File: src/rtl/sync_tdp_ram_pkg.sv
`default_nettype none
// ============================================================================
// Module      : sync_tdp_ram_pkg
// Description : Shared types and constants for the true-dual-port RAM:
//               read-during-write mode codes, sequencer state encoding and
//               the lane-width legality check.
// Revision    : 1.0 - initial release
// ============================================================================
package sync_tdp_ram_pkg;

    // Same-port read-during-write behaviour selected by READ_MODE.
    localparam int c_read_first  = 0;
    localparam int c_write_first = 1;

    // Clear sequencer states.
    typedef enum logic [0:0] {
        ST_CLEAR = 1'b0,
        ST_RUN   = 1'b1
    } state_t;

    // A word must split into a whole number of byte-enable lanes.
    function automatic bit lanes_legal(input int data_width, input int byte_width);
        return (byte_width > 0) && ((data_width % byte_width) == 0);
    endfunction

endpackage
`default_nettype wire

File: src/rtl/sync_tdp_ram_rd_pipe.sv
`default_nettype none
// ============================================================================
// Module      : sync_tdp_ram_rd_pipe
// Description : Per-port read result pipeline, depth 1 + OUT_REG. Data only
//               advances with a valid result, so the output holds its last
//               value while no read completes. Reset flushes everything.
// Revision    : 1.0 - initial release
// ============================================================================
module sync_tdp_ram_rd_pipe #(
    parameter int DATA_WIDTH = 32,
    parameter int OUT_REG    = 0
) (
    input  logic                  i_clk,
    input  logic                  i_rst,
    input  logic                  i_valid,
    input  logic [DATA_WIDTH-1:0] i_data,
    output logic                  o_valid,
    output logic [DATA_WIDTH-1:0] o_data
);

    logic                  r_vld_s1;
    logic [DATA_WIDTH-1:0] r_data_s1;

    // First stage: capture the array read of this cycle.
    always_ff @(posedge i_clk) begin
        if (i_rst) begin
            r_vld_s1  <= 1'b0;
            r_data_s1 <= '0;
        end else begin
            r_vld_s1 <= i_valid;
            if (i_valid) begin
                r_data_s1 <= i_data;
            end
        end
    end

    generate
        if (OUT_REG != 0) begin : g_out_reg
            logic                  r_vld_s2;
            logic [DATA_WIDTH-1:0] r_data_s2;

            // Optional second stage for timing; holds on idle cycles.
            always_ff @(posedge i_clk) begin
                if (i_rst) begin
                    r_vld_s2  <= 1'b0;
                    r_data_s2 <= '0;
                end else begin
                    r_vld_s2 <= r_vld_s1;
                    if (r_vld_s1) begin
                        r_data_s2 <= r_data_s1;
                    end
                end
            end

            assign o_valid = r_vld_s2;
            assign o_data  = r_data_s2;
        end else begin : g_no_out_reg
            assign o_valid = r_vld_s1;
            assign o_data  = r_data_s1;
        end
    endgenerate

endmodule
`default_nettype wire

File: src/rtl/sync_tdp_ram.sv
`default_nettype none
// ============================================================================
// Module      : sync_tdp_ram
// Description : Synchronous true-dual-port RAM with per-lane write enables,
//               selectable read-during-write mode, optional output register,
//               per-port valid, dual-write collision flag and a post-reset
//               clear sequencer that zeroes the whole array.
// Revision    : 1.0 - initial release
// ============================================================================
module sync_tdp_ram
    import sync_tdp_ram_pkg::*;
#(
    parameter int DATA_WIDTH     = 32,
    parameter int BYTE_WIDTH     = 8,
    parameter int ADDR_WIDTH     = 4,
    parameter int READ_MODE      = 0,
    parameter int OUT_REG        = 0,
    parameter int CLEAR_ON_RESET = 1
) (
    input  logic                             i_clk,
    input  logic                             i_rst,
    output logic                             o_ready,
    input  logic                             i_en_a,
    input  logic                             i_wr_a,
    input  logic [DATA_WIDTH/BYTE_WIDTH-1:0] i_be_a,
    input  logic [ADDR_WIDTH-1:0]            i_addr_a,
    input  logic [DATA_WIDTH-1:0]            i_data_a,
    output logic [DATA_WIDTH-1:0]            o_data_a,
    output logic                             o_valid_a,
    input  logic                             i_en_b,
    input  logic                             i_wr_b,
    input  logic [DATA_WIDTH/BYTE_WIDTH-1:0] i_be_b,
    input  logic [ADDR_WIDTH-1:0]            i_addr_b,
    input  logic [DATA_WIDTH-1:0]            i_data_b,
    output logic [DATA_WIDTH-1:0]            o_data_b,
    output logic                             o_valid_b,
    output logic                             o_collision
);

    localparam int c_nb    = DATA_WIDTH / BYTE_WIDTH;
    localparam int c_depth = 1 << ADDR_WIDTH;

    generate
        if (!lanes_legal(DATA_WIDTH, BYTE_WIDTH)) begin : g_bad_lane_width
            $error("sync_tdp_ram: DATA_WIDTH must be a multiple of BYTE_WIDTH");
        end
        if ((READ_MODE != c_read_first) && (READ_MODE != c_write_first)) begin : g_bad_read_mode
            $error("sync_tdp_ram: READ_MODE must be 0 (read-first) or 1 (write-first)");
        end
    endgenerate

    state_t                r_state;
    state_t                w_state_next;
    logic [ADDR_WIDTH-1:0] r_clr_cnt;
    logic [ADDR_WIDTH-1:0] w_clr_cnt_next;
    logic                  w_ready;
    logic                  w_wr_a;
    logic                  w_wr_b;
    logic [DATA_WIDTH-1:0] w_rd_a;
    logic [DATA_WIDTH-1:0] w_rd_b;
    logic                  r_collision;
    logic [DATA_WIDTH-1:0] r_mem [c_depth];

    // Clear sequencer next state: walk every address once, then run.
    always_comb begin
        w_state_next   = r_state;
        w_clr_cnt_next = r_clr_cnt;
        case (r_state)
            ST_CLEAR: begin
                w_clr_cnt_next = r_clr_cnt + 1'b1;
                if (r_clr_cnt == {ADDR_WIDTH{1'b1}}) begin
                    w_state_next = ST_RUN;
                end
            end
            default: ;
        endcase
    end

    // Clear sequencer state register; reset restarts the walk at address 0.
    always_ff @(posedge i_clk) begin
        if (i_rst) begin
            r_state   <= (CLEAR_ON_RESET != 0) ? ST_CLEAR : ST_RUN;
            r_clr_cnt <= '0;
        end else begin
            r_state   <= w_state_next;
            r_clr_cnt <= w_clr_cnt_next;
        end
    end

    // Ports are live only in RUN and outside reset.
    assign w_ready = (r_state == ST_RUN) && !i_rst;
    assign o_ready = w_ready;
    assign w_wr_a  = w_ready && i_en_a && i_wr_a;
    assign w_wr_b  = w_ready && i_en_b && i_wr_b;

    // Array write: clear word or lane writes. Port A is applied last so it
    // wins on lanes both ports enable at the same address.
    always_ff @(posedge i_clk) begin
        if (!i_rst) begin
            if (r_state == ST_CLEAR) begin
                r_mem[r_clr_cnt] <= '0;
            end else begin
                for (int i = 0; i < c_nb; i++) begin
                    if (w_wr_b && i_be_b[i]) begin
                        r_mem[i_addr_b][i*BYTE_WIDTH +: BYTE_WIDTH] <= i_data_b[i*BYTE_WIDTH +: BYTE_WIDTH];
                    end
                    if (w_wr_a && i_be_a[i]) begin
                        r_mem[i_addr_a][i*BYTE_WIDTH +: BYTE_WIDTH] <= i_data_a[i*BYTE_WIDTH +: BYTE_WIDTH];
                    end
                end
            end
        end
    end

    // Read word: pre-write array contents, with own-port lanes forwarded in
    // write-first mode. The other port's write is never forwarded.
    always_comb begin
        w_rd_a = r_mem[i_addr_a];
        w_rd_b = r_mem[i_addr_b];
        if (READ_MODE == c_write_first) begin
            for (int i = 0; i < c_nb; i++) begin
                if (w_wr_a && i_be_a[i]) begin
                    w_rd_a[i*BYTE_WIDTH +: BYTE_WIDTH] = i_data_a[i*BYTE_WIDTH +: BYTE_WIDTH];
                end
                if (w_wr_b && i_be_b[i]) begin
                    w_rd_b[i*BYTE_WIDTH +: BYTE_WIDTH] = i_data_b[i*BYTE_WIDTH +: BYTE_WIDTH];
                end
            end
        end
    end

    // Collision flag: both ports write the same word with overlapping lanes.
    always_ff @(posedge i_clk) begin
        if (i_rst) begin
            r_collision <= 1'b0;
        end else begin
            r_collision <= w_wr_a && w_wr_b && (i_addr_a == i_addr_b) && ((i_be_a & i_be_b) != '0);
        end
    end

    assign o_collision = r_collision;

    sync_tdp_ram_rd_pipe #(
        .DATA_WIDTH (DATA_WIDTH),
        .OUT_REG    (OUT_REG)
    ) u_rd_pipe_a (
        .i_clk   (i_clk),
        .i_rst   (i_rst),
        .i_valid (w_ready && i_en_a),
        .i_data  (w_rd_a),
        .o_valid (o_valid_a),
        .o_data  (o_data_a)
    );

    sync_tdp_ram_rd_pipe #(
        .DATA_WIDTH (DATA_WIDTH),
        .OUT_REG    (OUT_REG)
    ) u_rd_pipe_b (
        .i_clk   (i_clk),
        .i_rst   (i_rst),
        .i_valid (w_ready && i_en_b),
        .i_data  (w_rd_b),
        .o_valid (o_valid_b),
        .o_data  (o_data_b)
    );

endmodule
`default_nettype wire
File: config.mk
export PLATFORM = sky130hd
export DESIGN_NAME = sync_tdp_ram
export DESIGN_NICKNAME = d
export VERILOG_FILES = /design/src/rtl/sync_tdp_ram_pkg.sv /design/src/rtl/sync_tdp_ram_rd_pipe.sv /design/src/rtl/sync_tdp_ram.sv
export SDC_FILE = /design/constraint.sdc
export NUM_CORES = 1
export LEC_CHECK = 0
export ABC_CLOCK_PERIOD_IN_PS = 2420
export CORE_UTILIZATION = 56
export DETAILED_ROUTE_END_ITERATION = 10
export GPL_ROUTABILITY_DRIVEN = 1
export GPL_TIMING_DRIVEN = 0
export PLACE_DENSITY = 0.78
export RECOVER_POWER = 25
export REMOVE_ABC_BUFFERS = 1
export SYNTH_ARGS = -nofsm -noshare
export SYNTH_HDL_FRONTEND = slang
export SYNTH_SLANG_ARGS = --single-unit
File: constraint.sdc
create_clock -name i_clk -period 2.42 [get_ports i_clk]
set_input_delay 0.242 -clock i_clk [delete_from_list [all_inputs] [get_ports i_clk]]
set_output_delay 0.242 -clock i_clk [all_outputs]
set_load 0.01 [all_outputs]
-- Word-level counts from Yosys, hierarchy flattened
Memories as Yosys holds them, arrays and structs flattened. A register that Yosys moved wholly into a read port is not among the register bits.
Cells that the tools add are included.
- $add $sub $neg: 1
- equal/unequal tests: 2
- muxes and demuxes: 40
- bitwise operators: 1
- reduce and logical (&&, ||, !) cells: 19
- operators by type and width (operator ; count):
    2-to-1 mux 1 bit ; 37
    2-to-1 mux 32 bit ; 1
    OR reduction 32 bit ; 1
    logical AND 1 bit ; 16
    2-to-1 mux 4 bit ; 2
    adder 4 x 1 -> 4 bit, second input constant ; 1
    bitwise AND 4 bit ; 1
    equality test 4 bit ; 1
    equality test 4 bit, second input constant ; 1
    nonzero test 4 bit ; 1
    zero test 1 bit ; 1
- bits in registers: 8
- memory bits (writable): 512
- bits of input ports: 86
- output and inout port bits: 68
- word-level logic and storage cells: 69
- memories: 1
- memory list (memory ; depth ; width ; read ports ; clocked after Yosys merged registers in ; wr ports ; line ; RTL):
    r_mem ; 16 ; 32 ; 2 ; 2 ; 2 ; sync_tdp_ram.sv:62 ; logic [DATA_WIDTH-1:0] r_mem [c_depth];

-- Longest topological paths before layout
Gate-level depths: netlist (run 1).
- depth after elaboration: 11
- depth in mapped cells: 8

-- Hierarchy
From an unflattened synthesis (run 1), not the netlist that was laid out.
- cell total of the unflattened synthesis: 2326
- area total of the unflattened synthesis: 33857.5 um2
- by module, submodules not included (module ; times used ; cells an instance ; area an instance (um2)):
    sync_tdp_ram ; 1 ; 2114 ; 31452.7
    sync_tdp_ram_rd_pipe ; 2 ; 106 ; 1202.4

-- Worst setup path before layout (run 1)
No wires, ideal clock.
- kind: input to register
- from: input i_addr_b[0]
- to: memory r_mem[3][0], enable pin
- library setup time: 0.384 ns
- arrival time: 1.963 ns
- data required time: 2.036 ns
- slack: 0.073 ns
- cell stages on the path: 8
- path through: clkbuf_1 > buf_4 > buf_4 > buf_2 > nand2_1 > nor3_1 > mux2i_1 > o21ai_0
- RTL lines (element ; line ; RTL):
    start: declaration ; sync_tdp_ram.sv:33 ; input logic [ADDR_WIDTH-1:0] i_addr_b,
    end: declaration ; sync_tdp_ram.sv:62 ;

==> summary.md, run 1 <==
| Metric | Value |
|---|---|
| Final Cycle Share | `108%` |
| CTS Root Cell | `clkbuf_16` |
| Failing checks | `setup timing` |
| Post-synth top area share | `46.4%` |
| Antenna violations before repair | `5` |
| Crit. Startpoint | `i_addr_b[3]` |
| Post-synth top flop | `edfxtp_1` |
| Post-Syn Area | `33100 um2` |
| Reg2reg end | `r_mem[8][27]` |
| Worst path top cell family by delay | `simple AND/OR/NAND/NOR gates` |
| Reg area | `roughly 17000 um2` |
| Asr flop ratio synth | `0%` |
| GR Util met1 | `~46%` |
| Yosys warnings | `0` |
| Final Hold Vio Count | `0` |
| Synthesized flop and latch total | `approximately 580` |
| Share of layout cells above drive strength 1 | `a little under half` |
| Pin count of the biggest net entering global routing | `between 80 and 90` |
| DRT Pass-1 Iters | `6` |
| Fmax | `around 380 MHz` |
| Unrepaired setup endpoints after global routing | `yes` |
| Port Buf Inserts | `about 150` |
| Final #Nets | `2324` |
| Worst setup margin | `-189 ps` |
| Ports | `about 150` |
| Count of final setup violators | `63` |
| Placed cell areas | `~35000 um2` |
| Longest Clk Path Bufs | `3` |
| Num rows | `just under 90` |
| Die Y | `approximately 250 um` |
| Slew Limit Headroom | `a little under a tenth` |
| Skew final | `around 21 ps` |
| Met3 Use GR | `about 8.5%` |
| Met2 usage in global routing | `a little over half` |
| Worst setup EP type | `flop` |
| Leakage power | `15.1 nW` |
| P_int | `around 17 mW` |
| Fin crit period | `around 2600 ps` |
| Measured slew at the worst slew-check pin | `around 1400 ps` |
| Clock group share of total power | `~44%` |
| Sequential power share | `around half` |
| Crit path launch type | `input port` |
| Mean routed wirelength per cell | `between 30 and 40 um` |
| Main area contributors after synthesis | `edfxtp_1, mux2_2, mux4_2` |
| Global-route wire length before repair | `between 100000 and 150000 um` |
| Tightest Hold Check Type | `input port to flop` |
| EDFF count, synth | `roughly 500` |
| Sw Ratio | `~22%` |
| WHS Path Cells | `3` |
| Avg Cell Area, Syn | `between 15 and 20 um2` |
| DR vias | `roughly 22000` |
| Cell count after synthesis | `between 2000 and 2500` |
| DIE AREA | `around 60000 um2` |
| Crit path arrival time | `roughly 2900 ps` |
| Grt ovf | `0` |
| Place WS | `-1910 ps` |
| TritonCTS clock tree | `done` |
| Hold_buf cts | `0` |
| Post-synthesis sequential area ratio | `about 51%` |
| Power Dens Cells | `582 nW/um2` |
| Reg2Reg Launch Point | `r_state` |
| Vias per inst | `about 7` |
| Yosys cell types | `49` |
| GR peak layer | `met2` |
| Worst Path Required | `between 2000 and 3000 ps` |
| Slowest stage cell, crit path | `clkdlybuf4s50_1` |
| Multi-input logic area | `approximately 16000 um2` |
| GP Congestion | `1.03` |
| Die span in x | `between 200 and 250 um` |
| Clock sinks | `about 580` |
| CTS buffer count | `60` |
| Max-cap viol count | `0` |
| DRT Wirelength | `between 100000 and 150000 um` |
| Clock transition at path regs | `about 60 ps` |
| Critical path buffers and inverters | `1` |
| Comb power frac | `~6.6%` |
| Setup CP Type | `input port to flop` |
| Post-DP HPWL | `between 60000 and 70000 um` |
| Initial Utilization | `a little under three fifths` |
| Tot GR Track Use | `34.9%` |
| Reg-to-reg slack, setup | `-70 ps` |
| H-tree levels | `2` |
| Most frequent cells in the layout | `mux2_2, edfxtp_1, mux4_2, clkdlybuf4s50_1, mux2i_1` |
| Crit-path cells | `clkdlybuf4s50_1 > nand2b_1 > nor3_1 > nand2_1 > nand3_2` |
| Drt initial violations | `about 3300` |
| Status | `finished, violations left` |
| Most common cell after layout, fill and taps aside | `mux2_2` |
| CP peak stage delay | `990 ps` |
| Max IR drop VDD | `0.566 mV` |
| Hold Path Origin | `i_addr_b[2]` |
| Final Slew Violations | `0` |
| Filler cells | `between 4000 and 5000` |
| Core ar. | `a little under 60000 um2` |
| P_sw | `around 5.0 mW` |
| Core Util, Final | `about two thirds` |
| Final instance area | `between 30000 and 40000 um2` |
| Worst skew pair latency | `approximately 650 ps` |
| Crit Path Max Fanout | `11` |
| DRC | `0` |
| R2R depth | `5` |
| Post-DRT Antenna Nets | `0` |
| Hold endpoint | `u_rd_pipe_b.o_data[21]` |
| Biggest area consumer among synthesized cells | `edfxtp_1` |
| Vias in the first global route | `about 22000` |
| Synth-to-Final Area Change | `15.2%` |
[synth_stat cells, types with 8 or more instances]
cell / n
a221oi_1: 33
nor3_1: 8
o21ai_0: 35
nand3_1: 60
buf_6: 8
edfxtp_1: 512
mux4_2: 218
and2_1: 22
nor2_1: 30
nand2_2: 48
dfxtp_1: 72
mux2i_1: 110
mux2_1: 19
buf_2: 50
and2_2: 8
a22oi_1: 11
buf_4: 19
o211ai_1: 30
clkbuf_1: 108
a221o_1: 33
mux2_2: 525
nand2_1: 119
nand2b_1: 8
a22o_1: 33
[worst min-delay path, cell delays in order]
cell and delay (ps):
buf_6 170, mux2i_1 170, o21ai_0 80
[registers in the layout (all words and copies together), names as in the netlist]
name,cells
u_rd_pipe_b.o_data,32
u_rd_pipe_b.o_valid,1
r_state,1
u_rd_pipe_a.o_valid,1
r_clr_cnt,4
r_mem,512
u_rd_pipe_a.o_data,32
o_collision,1
[what timing repair did]
action / 4_1_cts / 5_1_grt
setup endpoints to repair: 1083 / 617
pin swaps: 6 / 1
buffers inserted: 11 / 0
gates resized for setup: 124 / 37
cloned: 1 / 1
[layer usage]
layer | part of all wire (%) | vias to the layer above | routed length, um
li1 | - | 8950 | -
met1 | 37 | 11100 | 38800
met4 | 5.0 | 4 | 5290
met2 | 47 | 1603 | 48900
met5 | 0.027 | - | 28
met3 | 11 | 354 | 12100
[power groups by stage]
stage / Clock (mW) / Sequential, mW / Combinational (mW)
after floorplan: 0 / 11.2 / 0.558
after global placement: 0 / 11.2 / 1.63
after detailed placement: 0 / 11.2 / 1.39
after CTS: 9.81 / 11.0 / 1.42
after global routing: 10.2 / 11.0 / 1.51
final: 9.80 / 11.0 / 1.46
[how the worst max path moves through the flow]
| stage | to | slack, ps | depth (start not counted) |
|---|---|---|---|
| floorplan | r_mem[3][0] | -80 | 4 |
| global placement | r_mem[3][27] | -11350 | 5 |
| detailed placement | r_mem[1][27] | -1910 | 6 |
| CTS | r_mem[3][25] | 4 | 6 |
| global route | r_mem[14][5] | -90 | 3 |
| finish | r_mem[8][27] | -190 | 5 |
[metrics by stage]
step	hold slack, ps	TNS, ps	power, mW	std cells
after floorplan	314	-3280	11.7	1987
after CTS	76.2	0	22.2	3051
after detailed placement	478	-1554260	12.6	2927
after global routing	141	-1890	22.7	3052
after global placement	470	-	12.8	2905
final	85.0	-5580	22.2	3054
[final cells by class]
cell class / count / area share [%]
clock inverters: 29 / 0.944
clock buffers: 83 / 4.45
flip-flops and latches: 584 / 44.0
well taps: 765 / 2.51
diodes: 2 / 0.0131
inverters: 1 / 0.00983
repair buffers: 186 / 5.62
multi-input cells: 1404 / 42.4
[kinds of logic after synthesis]
| family | count (synthesis) | share of synthesized area (%) |
|---|---|---|
| muxes | 872 | 36.6 |
| DFF | 584 | 50.7 |
| and+or+nand+nor | 343 | 5.32 |
| buffers and inverters | 194 | 2.79 |
| AOI/OAI and AO/OA | 179 | 4.31 |
| xor gates and xnor gates | 7 | 0.185 |
| adders and majority gates | 1 | 0.0377 |
Note: power is estimated with default switching activity, not from simulation.
==> run 2: changes to the inputs <==
- CORE_MARGIN: unset -> 5
==> summary.md, run 2 (same netlist as run 1, synthesis figures left out) <==
| Metric | Value |
|---|---|
| Skew final | `25.3 ps` |
| TritonCTS clock tree | `done` |
| Die span in x | `~250 um` |
| Reg2Reg Launch Point | `r_state` |
| Crit path launch type | `input port` |
| Worst setup EP type | `flop` |
| Hold endpoint | `u_rd_pipe_b.o_data[18]` |
| Hold Path Origin | `i_addr_b[2]` |
| Fin crit period | `between 2000 and 3000 ps` |
| Failing checks | `setup timing` |
| DRT Wirelength | `just over 100000 um` |
| Largest Register | `r_mem` |
| H-tree levels | `2` |
| Final Slew Violations | `0` |
| Post-DRT Antenna Nets | `0` |
| Clock sinks | `between 500 and 600` |
| Final #Nets | `around 2300` |
| WHS Path Cells | `3` |
| Worst Path Required | `approximately 2700 ps` |
| Reg-to-reg slack, setup | `-50 ps` |
| Pin count of the biggest net entering global routing | `79` |
| Hold_buf cts | `0` |
| Most common cell after layout, fill and taps aside | `mux2_2` |
| Max-cap viol count | `0` |
| Measured slew at the worst slew-check pin | `approximately 1400 ps` |
| DRC | `0` |
| Drt initial violations | `about 2900` |
| Reg2reg end | `u_rd_pipe_a.o_data[21]` |
| Crit Path Max Fanout | `11` |
| GP Congestion | `1.00` |
| Global-route wire length before repair | `around 150000 um` |
| Slew Limit Headroom | `under 10%` |
| Clock transition at path regs | `roughly 60 ps` |
| DR vias | `22100` |
| Synth-to-Final Area Change | `15.6%` |
| DRT Pass-1 Iters | `6` |
| Worst setup margin | `-124 ps` |
| Overall Power | `21.9 mW` |
| Tot GR Track Use | `a little under a third` |
| Initial Utilization | `a little under three fifths` |
| Mean routed wirelength per cell | `about 34 um` |
| Post-DP HPWL | `63300 um` |
| Power Dens Cells | `roughly 570 nW/um2` |
| DIE AREA | `~64000 um2` |
| Port Buf Inserts | `153` |
| M1 wire length | `37400 um` |
| Top Metal Used | `met5` |
| Grt ovf | `0` |
| Crit path arrival time | `between 2000 and 3000 ps` |
| Final Cycle Share | `105%` |
| Ports | `roughly 150` |
| CTS Root Cell | `clkbuf_16` |
| Antenna violations before repair | `4` |
| Longest Clk Path Bufs | `3` |
| Vias per inst | `just over 7` |
| Max reg flops | `512` |
| WL met3 | `roughly 12000 um` |
| Unrepaired setup endpoints after global routing | `yes` |
| Fmax | `393 MHz` |
| Final TNS setup | `-3760 ps` |
| Count of final setup violators | `a little over 90` |
| Vias in the first global route | `22600` |
| Core ar. | `around 59000 um2` |
| Met2 routed WL | `a little under 50000 um` |
| Leakage power | `around 15 nW` |
| Share of layout cells above drive strength 1 | `45.8%` |
| Setup CP Type | `input port to flop` |
| Final Hold Vio Count | `0` |
| Tightest Hold Check Type | `input port to flop` |
| Status | `finished, violations left` |
| Die Y | `about 250 um` |
| Max IR drop VDD | `between 0.5 and 0.6 mV` |
| R2R depth | `6` |
| CTS buffer count | `60` |
| Num rows | `just under 90` |
| Most frequent cells in the layout | `mux2_2, edfxtp_1, mux4_2, mux2i_1, nand2_1` |
| Worst skew pair latency | `640 ps` |
run 2: repair_timing:
| item | 4_1_cts | 5_1_grt |
|---|---|---|
| gates resized for setup | 132 | 31 |
| buffers inserted | 9 | 15 |
| cloned | 1 | 0 |
| endpoints found under the setup margin | 1089 | 586 |
| pin swaps | 6 | 4 |
run 2: cell type report:
| class | instances | area, um2 |
|---|---|---|
| fill | 4168 | 20500 |
| sequential | 584 | 16800 |
| multi-input combinational | 1403 | 16200 |
| timing repair buffer | 199 | 2320 |
| clock buffer | 91 | 1730 |
| tap | 773 | 967 |
| clock inverter | 20 | 256 |
| antenna | 3 | 7.51 |
| inverter | 1 | 3.75 |
run 2: how the worst max path moves through the flow:
stage	depth (start not counted)	slack (ps)	startpoint	end
floorplan	4	-80	r_state	r_mem[3][0]
global placement	3	-10650	i_addr_b[0]	r_mem[15][10]
detailed placement	6	-1990	i_rst	r_mem[2][1]
CTS	6	-7	i_addr_a[1]	r_mem[14][18]
global route	3	-30	r_state	r_mem[14][11]
finish	4	-120	i_addr_b[3]	r_mem[0][16]
run 2: metrics by stage:
step           worst slack [ps]  util (%)  hold WS (ps)  area [um2]  instances
6_report                   -124      65.1           114       38300       3074
5_1_grt                   -31.4      65.1           126       38300       3072
4_1_cts                   -7.04      64.6          85.6       38000       3056
3_5_place_dp              -1990      60.1           474       35300       2935
3_3_place_gp             -10650      59.1           470       34700       2913
2_1_floorplan             -82.8         -           314       32200       1987
run 2: worst max-delay path: stages:
cell           delay [ps]
dlygate4sd3_1         780
nor4_1               1240
nand2_1               200
nand3_2               350
run 2: metal layers:
metal	up-vias	GRT usage (%)
met1	11200	41.8
met4	4	13.7
met5	-	0
met3	386	8.84
met2	1587	49.9
li1	8973	-
run 2: report_power, final:
part | internal [mW] | total (mW) | switching (mW)
sequential | 10.9 | 11.0 | 0.0475
combinational | 0.595 | 1.44 | 0.847
clock | 5.54 | 9.53 | 3.99
